**src/rtl/render_control_pkg.sv**
```systemverilog
// Shared constants and types for the sprite renderer: screen geometry,
// fixed object sizes, default colours and the render FSM states.
package render_control_pkg;

  localparam int SCREEN_W     = 160;
  localparam int SCREEN_H     = 120;
  localparam int PLAYER_WIDTH = 3;
  localparam int BULLET_WIDTH = 1;

  localparam logic [2:0] COLOUR_BLACK  = 3'b000;
  localparam logic [2:0] COLOUR_GREEN  = 3'b010;
  localparam logic [2:0] COLOUR_YELLOW = 3'b110;

  typedef enum logic [1:0] {
    ST_IDLE  = 2'd0,
    ST_ERASE = 2'd1,
    ST_DRAW  = 2'd2
  } state_t;

  // Pixel coordinates arrive one bit wider than the screen so that a square
  // hanging off the right/bottom edge never wraps back onto low coordinates.
  function automatic logic on_screen(input logic [8:0] x, input logic [7:0] y);
    return (x < 9'(SCREEN_W)) && (y < 8'(SCREEN_H));
  endfunction

endpackage

```
**src/rtl/square_scanner.sv**
```systemverilog
// Walks a w x w square row-major (x fastest), one pixel per cycle.
// Pixel outputs are registered; 'done' flags, combinationally, that the
// pixel being scanned this cycle is the last one so the caller can chain
// the next square without a bubble.
module square_scanner (
  input  logic       clk,
  input  logic       resetn,
  input  logic       start,
  input  logic [7:0] base_x,
  input  logic [6:0] base_y,
  input  logic [2:0] width,
  output logic [8:0] pix_x,
  output logic [7:0] pix_y,
  output logic       pix_valid,
  output logic       done
);

  logic       active;
  logic [2:0] cnt_x;
  logic [2:0] cnt_y;
  logic [7:0] bx;
  logic [6:0] by;
  logic [2:0] bw;
  logic [2:0] last_off;

  assign last_off = bw - 3'd1;
  assign done     = active && (cnt_x == last_off) && (cnt_y == last_off);

  // Scan counters and registered pixel output; a start may land on the
  // final pixel of the previous square and takes over on the next edge.
  // NOTE: clocked state uses non-blocking assignments so every register
  // samples the pre-edge values of its neighbours.
  always_ff @(posedge clk) begin
    if (!resetn) begin
      active    <= 1'b0;
      cnt_x     <= 3'd0;
      cnt_y     <= 3'd0;
      bx        <= 8'd0;
      by        <= 7'd0;
      bw        <= 3'd0;
      pix_x     <= 9'd0;
      pix_y     <= 8'd0;
      pix_valid <= 1'b0;
    end else begin
      pix_valid <= active;
      pix_x     <= {1'b0, bx} + 9'(cnt_x);
      pix_y     <= {1'b0, by} + 8'(cnt_y);
      if (start) begin
        active <= (width != 3'd0);
        cnt_x  <= 3'd0;
        cnt_y  <= 3'd0;
        bx     <= base_x;
        by     <= base_y;
        bw     <= width;
      end else if (active) begin
        if (cnt_x == last_off) begin
          cnt_x <= 3'd0;
          if (cnt_y == last_off) begin
            cnt_y  <= 3'd0;
            active <= 1'b0;
          end else begin
            cnt_y <= cnt_y + 3'd1;
          end
        end else begin
          cnt_x <= cnt_x + 3'd1;
        end
      end
    end
  end

endmodule

```
**src/rtl/render_control.sv**
```systemverilog
// Sprite renderer: arbitrates pending redraw requests by fixed priority,
// erases each object's last-drawn square in the background colour, then
// draws it at its new position. Output pixels are pipelined two stages
// behind the scan counters (scanner register, then output register).
module render_control
  import render_control_pkg::*;
#(
  parameter int         NUM_ENEMY     = 4,
  parameter logic [2:0] BG_COLOUR     = COLOUR_BLACK,
  parameter logic [2:0] PLAYER_COLOUR = COLOUR_GREEN,
  parameter logic [2:0] BULLET_COLOUR = COLOUR_YELLOW
) (
  input  logic                   clk,
  input  logic                   resetn,
  input  logic                   redraw_all,
  input  logic                   player_move,
  input  logic                   bullet_move,
  input  logic [7:0]             playerX,
  input  logic [6:0]             playerY,
  input  logic [7:0]             bulletX,
  input  logic [6:0]             bulletY,
  input  logic [NUM_ENEMY-1:0]   enemy_move,
  input  logic [8*NUM_ENEMY-1:0] enemyX,
  input  logic [7*NUM_ENEMY-1:0] enemyY,
  input  logic [3*NUM_ENEMY-1:0] enemy_width,
  input  logic [2:0]             enemy_color,
  output logic                   plot,
  output logic [7:0]             vga_x,
  output logic [6:0]             vga_y,
  output logic [2:0]             colour,
  output logic                   busy
);

  localparam int NUM_OBJ = NUM_ENEMY + 2;
  localparam int IDX_W   = $clog2(NUM_OBJ);

  // Live object table: index 0 player, 1 bullet, 2.. enemies.
  logic [7:0]         obj_x [NUM_OBJ];
  logic [6:0]         obj_y [NUM_OBJ];
  logic [2:0]         obj_w [NUM_OBJ];
  logic [2:0]         obj_c [NUM_OBJ];
  logic [NUM_OBJ-1:0] obj_move;

  // Last-drawn record per object.
  logic [7:0] lst_x [NUM_OBJ];
  logic [6:0] lst_y [NUM_OBJ];
  logic [2:0] lst_w [NUM_OBJ];

  logic [NUM_OBJ-1:0] pending;
  logic [NUM_OBJ-1:0] pending_clr;
  logic               any_pending;
  logic [IDX_W-1:0]   sel_idx;
  logic               take;

  state_t state, state_next;

  // Snapshot of the object being serviced.
  logic [IDX_W-1:0] snap_idx;
  logic [7:0]       snap_x;
  logic [6:0]       snap_y;
  logic [2:0]       snap_w;
  logic [2:0]       snap_c;

  // Draw source: live inputs while still in IDLE, snapshot afterwards.
  logic [7:0]       draw_x;
  logic [6:0]       draw_y;
  logic [2:0]       draw_w;
  logic [IDX_W-1:0] commit_idx;
  logic             commit;

  logic       scan_start;
  logic [7:0] scan_bx;
  logic [6:0] scan_by;
  logic [2:0] scan_bw;
  logic [8:0] scan_x;
  logic [7:0] scan_y;
  logic       scan_valid;
  logic       scan_done;
  logic [2:0] cur_colour;
  logic [2:0] pipe_colour;

  // Flatten the per-port object description into indexable tables.
  always_comb begin
    obj_x[0]    = playerX;
    obj_y[0]    = playerY;
    obj_w[0]    = 3'(PLAYER_WIDTH);
    obj_c[0]    = PLAYER_COLOUR;
    obj_move[0] = player_move;
    obj_x[1]    = bulletX;
    obj_y[1]    = bulletY;
    obj_w[1]    = 3'(BULLET_WIDTH);
    obj_c[1]    = BULLET_COLOUR;
    obj_move[1] = bullet_move;
    for (int e = 0; e < NUM_ENEMY; e++) begin
      obj_x[e+2]    = enemyX[8*e +: 8];
      obj_y[e+2]    = enemyY[7*e +: 7];
      obj_w[e+2]    = enemy_width[3*e +: 3];
      obj_c[e+2]    = enemy_color;
      obj_move[e+2] = enemy_move[e];
    end
  end

  // Fixed-priority pick of the lowest pending index.
  // NOTE: every always_comb output gets a default first so no path leaves
  // it unassigned and a latch is never inferred.
  always_comb begin
    sel_idx     = '0;
    any_pending = |pending;
    for (int i = NUM_OBJ - 1; i >= 0; i--) begin
      if (pending[i]) sel_idx = IDX_W'(i);
    end
  end

  assign take        = (state == ST_IDLE) && any_pending;
  assign pending_clr = take ? (NUM_OBJ'(1) << sel_idx) : '0;
  assign draw_x      = (state == ST_IDLE) ? obj_x[sel_idx] : snap_x;
  assign draw_y      = (state == ST_IDLE) ? obj_y[sel_idx] : snap_y;
  assign draw_w      = (state == ST_IDLE) ? obj_w[sel_idx] : snap_w;
  assign commit_idx  = (state == ST_IDLE) ? sel_idx : snap_idx;
  assign busy        = (state != ST_IDLE);

  // FSM state register.
  always_ff @(posedge clk) begin
    if (!resetn) state <= ST_IDLE;
    else         state <= state_next;
  end

  // FSM next state; zero-width squares are skipped without spending a cycle.
  always_comb begin
    state_next = state;
    case (state)
      ST_IDLE: begin
        if (any_pending) begin
          if (lst_w[sel_idx] != 3'd0) state_next = ST_ERASE;
          else if (draw_w != 3'd0)    state_next = ST_DRAW;
        end
      end
      ST_ERASE: if (scan_done) state_next = (snap_w != 3'd0) ? ST_DRAW : ST_IDLE;
      ST_DRAW:  if (scan_done) state_next = ST_IDLE;
      default:  state_next = ST_IDLE;
    endcase
  end

  // FSM outputs: scanner launch, last-drawn commit and pixel colour.
  always_comb begin
    scan_start = (state_next != state) && (state_next != ST_IDLE);
    scan_bx    = draw_x;
    scan_by    = draw_y;
    scan_bw    = draw_w;
    if (state_next == ST_ERASE) begin
      scan_bx = lst_x[sel_idx];
      scan_by = lst_y[sel_idx];
      scan_bw = lst_w[sel_idx];
    end
    commit     = (state_next == ST_IDLE) && ((state != ST_IDLE) || any_pending);
    cur_colour = (state == ST_DRAW) ? snap_c : BG_COLOUR;
  end

  // Pending flags: a same-cycle set wins over the clear from arbitration.
  always_ff @(posedge clk) begin
    if (!resetn) pending <= '0;
    else         pending <= (pending & ~pending_clr) | obj_move | {NUM_OBJ{redraw_all}};
  end

  // Snapshot taken as the object leaves IDLE, including the enemy colour.
  always_ff @(posedge clk) begin
    if (!resetn) begin
      snap_idx <= '0;
      snap_x   <= 8'd0;
      snap_y   <= 7'd0;
      snap_w   <= 3'd0;
      snap_c   <= 3'd0;
    end else if (take) begin
      snap_idx <= sel_idx;
      snap_x   <= obj_x[sel_idx];
      snap_y   <= obj_y[sel_idx];
      snap_w   <= obj_w[sel_idx];
      snap_c   <= obj_c[sel_idx];
    end
  end

  // Last-drawn records, updated when an object's service completes.
  // NOTE: this small register file is reset on purpose: it is loaded from
  // the live inputs so the first erase after reset targets real pixels.
  always_ff @(posedge clk) begin
    if (!resetn) begin
      for (int i = 0; i < NUM_OBJ; i++) begin
        lst_x[i] <= obj_x[i];
        lst_y[i] <= obj_y[i];
        lst_w[i] <= obj_w[i];
      end
    end else if (commit) begin
      lst_x[commit_idx] <= draw_x;
      lst_y[commit_idx] <= draw_y;
      lst_w[commit_idx] <= draw_w;
    end
  end

  square_scanner u_scanner (
    .clk       (clk),
    .resetn    (resetn),
    .start     (scan_start),
    .base_x    (scan_bx),
    .base_y    (scan_by),
    .width     (scan_bw),
    .pix_x     (scan_x),
    .pix_y     (scan_y),
    .pix_valid (scan_valid),
    .done      (scan_done)
  );

  // Output stage: colour travels alongside the scanner register, and
  // off-screen pixels keep their cycle but do not write.
  always_ff @(posedge clk) begin
    if (!resetn) begin
      pipe_colour <= 3'd0;
      plot        <= 1'b0;
      vga_x       <= 8'd0;
      vga_y       <= 7'd0;
      colour      <= 3'd0;
    end else begin
      pipe_colour <= cur_colour;
      plot        <= scan_valid && on_screen(scan_x, scan_y);
      if (scan_valid) begin
        vga_x  <= scan_x[7:0];
        vga_y  <= scan_y[6:0];
        colour <= pipe_colour;
      end
    end
  end

endmodule

```
**config.mk**
```make
export PLATFORM = sky130hd
export DESIGN_NAME = render_control
export DESIGN_NICKNAME = d
export VERILOG_FILES = /design/src/rtl/render_control_pkg.sv /design/src/rtl/square_scanner.sv /design/src/rtl/render_control.sv
export SDC_FILE = /design/constraint.sdc
export NUM_CORES = 1
export LEC_CHECK = 0
export ABC_CLOCK_PERIOD_IN_PS = 5150
export CAP_MARGIN = 20
export CORE_AREA = 4 4 145 147
export CTS_CLUSTER_DIAMETER = 50
export DETAILED_ROUTE_END_ITERATION = 8
export DIE_AREA = 0 0 149 151
export GPL_TIMING_DRIVEN = 1
export PLACE_DENSITY = 0.79
export SYNTH_ARGS = -nofsm -noshare
export SYNTH_HDL_FRONTEND = slang
export SYNTH_SLANG_ARGS = --single-unit
export TNS_END_PERCENT = 50
```
**constraint.sdc**
```tcl
create_clock -name clk -period 5.15 [get_ports clk]
set_input_delay 1.03 -clock clk [delete_from_list [all_inputs] [get_ports clk]]
set_output_delay 1.03 -clock clk [all_outputs]
set_load 0.005 [all_outputs]
```
**Word level (Yosys, flattened, before mapping)**

Memories as Yosys holds them, arrays and structs flattened.
Index checks and enable logic that the tools add are counted.

- Register bits: 97
- Latch bits: 0
- Memory bits (writable): 108
- ROM bits: 0
- Input bits: 114
- Output and inout port bits: 20
- Word-level logic and storage cells: 120
- Memories kept: 3

- Add/sub/neg operators: 5
- $mul: 0
- Div/mod/pow operators: 0
- Magnitude comparators: 3
- Eq/ne operators: 6
- Shift operators: 1
- Muxes and demuxes: 52
- Bitwise logic cells: 6
- Reduce and logical (&&, ||, !) cells: 23

Memory list:

| memory | words | bits a word | rd ports | clocked after memory_dff | write ports | line | RTL |
|---|---|---|---|---|---|---|---|
| lst_x | 6 | 8 | 1 | 0 | 6 | render_control.sv:45 | `logic [7:0] lst_x [NUM_OBJ];` |
| lst_y | 6 | 7 | 1 | 0 | 6 | render_control.sv:46 | `logic [6:0] lst_y [NUM_OBJ];` |
| lst_w | 6 | 3 | 1 | 0 | 6 | render_control.sv:47 | `logic [2:0] lst_w [NUM_OBJ];` |

Operators by type and width:

| operator | count |
|---|---|
| 2-to-1 mux 3 bit | 19 |
| 2-to-1 mux 8 bit | 5 |
| 2-to-1 mux 7 bit | 5 |
| binary-select mux 8 bit (select 3 bit) | 1 |
| binary-select mux 7 bit (select 3 bit) | 1 |
| binary-select mux 3 bit (select 3 bit) | 2 |
| 2-to-1 mux 2 bit | 6 |
| bitwise OR 6 bit | 2 |
| nonzero test 3 bit | 4 |
| 2-to-1 mux 1 bit | 11 |
| adder 8 x 3 -> 9 bit | 1 |
| less-than comparator 9 x 8 -> 1 bit (second input constant) | 1 |
| adder 7 x 3 -> 8 bit | 1 |
| less-than comparator 8 x 7 -> 1 bit (second input constant) | 1 |
| OR reduction 8 bit | 1 |
| logical AND 1 bit | 7 |
| OR reduction 7 bit | 1 |
| adder 3 x 1 -> 3 bit (second input constant) | 2 |
| bitwise AND 6 bit | 1 |
| equality test 3 bit | 2 |
| 2-to-1 mux 6 bit | 1 |
| inverter 6 bit | 1 |
| case mux 2 bit (3 select lines) | 1 |
| OR reduction 6 bit | 1 |
| other kinds (14) | 18 |

**Logic depth before layout (Yosys ltp)**

- Depth in word-level cells: 23
- Depth in mapped cells: 12
- Mapped depth without buffers: 10

**Hierarchy**

From an unflattened synthesis, not the netlist that was laid out.

- Cell total of the unflattened synthesis: 1093
- Area, all modules: 11116.9 um^2

Modules (own cells, without submodules):

| module | times used | cells each | area an instance (um^2) | sequential area each (um^2) |
|---|---|---|---|---|
| render_control | 1 | 909 | 9267.6 | 4324.1 |
| square_scanner | 1 | 184 | 1849.3 | 860.8 |

**Least setup slack after synthesis**

No wires, ideal clock.

- Kind: input to register
- Start point: in enemy_width[7]
- End point: mem lst_w[3][0] (enable)
- Setup time: 418 ps
- Arrival time: 3591 ps
- Required time: 4732 ps
- Path slack: 1141 ps
- Cell stages on the path: 6
- Path buffers: 0
- Cell sequence: or3_4 a221oi_4 o2111ai_2 o31ai_4 nand3_1 o21ai_0

RTL lines:

| what | line | RTL |
|---|---|---|
| start, declared | render_control.sv:25 | `input logic [3*NUM_ENEMY-1:0] enemy_width,` |
| end, declared | render_control.sv:47 |  |

==> reports/summary.txt <==
Setup crit start kind -> flip-flop
GP Congestion -> 0.935
Post-synthesis cell count -> 1061
Register-to-Register Path Depth -> 11
Slew margin rel. -> 25.4%
Largest area contributor in the netlist -> edfxtp_1
DR WL/cell -> 21.4 um
Rows -> 52
Status -> finished clean
WS Path Type -> flip-flop to flip-flop
PD cells -> 354 nW/um^2
Crit path max fanout -> 19
Pleak -> 4.79 nW
Post-CTS Resized -> 0
Netlist Area Pre-Place -> 10800 um^2
Layout Skew -> 0.0121 ns
Gr ovfl total -> 0
Setup slack after layout -> 0.752 ns
Setup violations, final -> 0
First-pass GRT wire length -> 48.5 mm
Routed wire length -> 31.3 mm
Hold_ws -> 0.455 ns
Die Width -> 149 um
Clock transition at the registers of the reported paths -> 0.06 ns
Most numerous cell in the Yosys netlist -> edfxtp_1
Hold_buf cts -> 0
Final Hold Viols -> 0
TritonCTS clock tree -> done
CTS max path bufs -> 3
PortBufs -> 133
Clk sinks -> 205
Synth top area share -> 30.0%
Fraction of registers with async set/reset -> 0%
Total GRT Usage -> 27.2%
Filler instances -> 1563
Post-CTS Setup Inserts -> 0
Vias per cell -> 6.35
Total negative setup slack -> 0 ns
Post-synth EDFFs -> 108
Initial antenna violation count -> 0
Yosys reg bits -> 205
Net Count, Synth -> 1186
Post-Place Cells -> 1418
Die Ht -> 151 um
Core box area -> 19900 um^2
Number of global-route vias before repair -> 8799
Nature of the critical path endpoint -> flip-flop
WP data required -> 5.33 ns
Post-DP Area -> 12400 um^2
Hold Startpoint -> snap_c[2]$_SDFFE_PN0P_
Root Buffer -> clkbuf_16
R2r startpoint -> pending[0]$_SDFF_PN0_
Antenna-violating nets left -> 0
Prevailing post-synth register cell -> edfxtp_1
Maximum VDD drop -> 230 uV
Distinct cell type count after synthesis -> 68
Final instance area -> 13200 um^2
Commonest cells post-synth -> 108 x edfxtp_1, 104 x nor2_1, 97 x dfxtp_1, 85 x a21oi_1, 67 x nand2_1
Worst EP arrival -> 4.58 ns
Hpwl dp -> 22.3 mm
CTS buffer count -> 23
Synth top area cells -> edfxtp_1 30%, dfxtp_1 18%, mux2_1 4.7%, a21oi_1 3.9%, nor2_1 3.6%
Mean Syn Cell Area -> 10.2 um^2
Number of remaining DRC errors -> 0
Worst reg2reg path endpoint -> lst_y[0][2]$_DFFE_PP_
Layout area overhead -> 21.7%
Seq/Total Area, Yosys -> 47.9%
Least-Margin Pin Slew -> 1.12 ns
Largest net degree at the start of global routing -> 71
DRT Pass-1 Iters -> 9
Max-capacitance violation count -> 0
Setup Slack @ Placement -> 0.688 ns
RSZ-0062 raised after global routing -> false
Worst-Skew Late Latency -> 0.51 ns
Hold Crit Depth -> 2
Register-to-register setup slack -> 0.75 ns
Fin. max-slew vios -> 0
Cell Count, Final, Fillers Out -> 1460
Routed via count -> 9275
Initial Util -> 54.4%
Inserted Diodes -> 0
Period utilisation layout -> 85.4%
Htree depth -> 1
Yosys warning total -> 0
Final #Nets -> 1299
Post-route minimum period -> 4.40 ns
1st-iter DRT viols -> 1123
Min-delay worst type -> flip-flop to flip-flop
Die ar. -> 22500 um^2
Fmax -> 0.227 GHz
Worst Hold Endpoint -> snap_c[2]$_SDFFE_PN0P_
Share of layout cells above drive strength 1 -> 11.4%
Ports -> 134
-- cell usage in the layout, fill, tap and decap left out, types with 18 or more instances in the layout --
cell             instances
mux2_2                  32
buf_4                   31
a31oi_1                 20
a221oi_1                31
nand3b_1                30
clkdlybuf4s50_1        133
mux2i_1                 37
a21oi_1                 81
edfxtp_1               108
nand2_1                 67
o21ai_0                 43
dfxtp_1                 97
a22oi_1                 18
mux2_1                  45
nor2_1                 104
a21o_1                  19
clkbuf_16               23
and2_1                  19
nor3_1                  36
-- metal layers --
layer  vias up  wire (um)  GRT usage, %
met4         0        709          7.00
met1      4377      13000          38.5
met2       604      14000          43.1
met5         -          0             0
met3        68       3560          5.21
li1       4226          -             -
-- cell families after synthesis --
logic type | after synthesis | share of synthesized area, %
simple gates | 322 | 15.0
compound gates | 292 | 18.3
flops | 205 | 47.9
mux | 122 | 12.5
buf+inv | 96 | 3.86
xor+xnor | 13 | 1.05
fa+ha+maj | 11 | 1.41
-- state kept, by name, summed over array words and instances, names as in the netlist, 6 cells and up --
register	count
u_scanner.pix_x	9
lst_x	48
vga_y	7
lst_y	42
u_scanner.bx	8
lst_w	18
snap_x	8
snap_y	7
u_scanner.pix_y	8
pending	6
vga_x	8
u_scanner.by	7
-- cell type report --
type	count	area, um^2	area share, %
multi-input cells	760	5260	39.9
flip-flops and latches	205	5180	39.4
repair buffers	165	1590	12.1
clock buffers	31	638	4.84
well taps	270	338	2.56
clock inverters	10	88.8	0.674
inverters	19	71.3	0.541
-- critical path: stages, from the launching register on --
cell       delay, ns
dfxtp_1         0.71
nor4b_2         0.10
buf_4           0.22
and2_1          0.18
a2111oi_0       0.50
buf_4           0.22
a2bb2o_1        0.34
o31ai_4         0.33
nand3_1         0.15
or3_1           0.80
nand2_1         0.20
buf_4           0.29
-- how the worst max path moves through the flow --
stage | from | endpoint | slack, ns | depth (start not counted)
2_1_floorplan | enemy_width[7] | lst_w[3][0]$_DFFE_PP_ | 1.14 | 6
3_3_place_gp | enemy_width[7] | lst_w[0][2]$_SDFFCE_PN0P_ | 0.77 | 9
3_5_place_dp | enemy_width[7] | lst_w[0][2]$_SDFFCE_PN0P_ | 0.69 | 9
4_1_cts | pending[2]$_SDFF_PN0_ | lst_y[0][2]$_DFFE_PP_ | 0.81 | 10
5_1_grt | pending[2]$_SDFF_PN0_ | lst_y[0][2]$_DFFE_PP_ | 0.45 | 10
6_report | pending[0]$_SDFF_PN0_ | lst_y[0][2]$_DFFE_PP_ | 0.75 | 11
-- metrics by stage --
stage | utilization, % | power (mW)
5_1_grt | 66.2 | 4.83
6_report | 66.2 | 4.66
3_5_place_dp | 62.4 | 3.07
3_3_place_gp | 62.4 | 3.04
4_1_cts | 66.0 | 4.63
2_1_floorplan | - | 2.69
-- report_power, final --
part           switching, mW  internal [mW]
registers              0.102           1.91
clock network          0.654          0.925
logic                  0.626          0.446
Power figures use the tool's default switching activity.
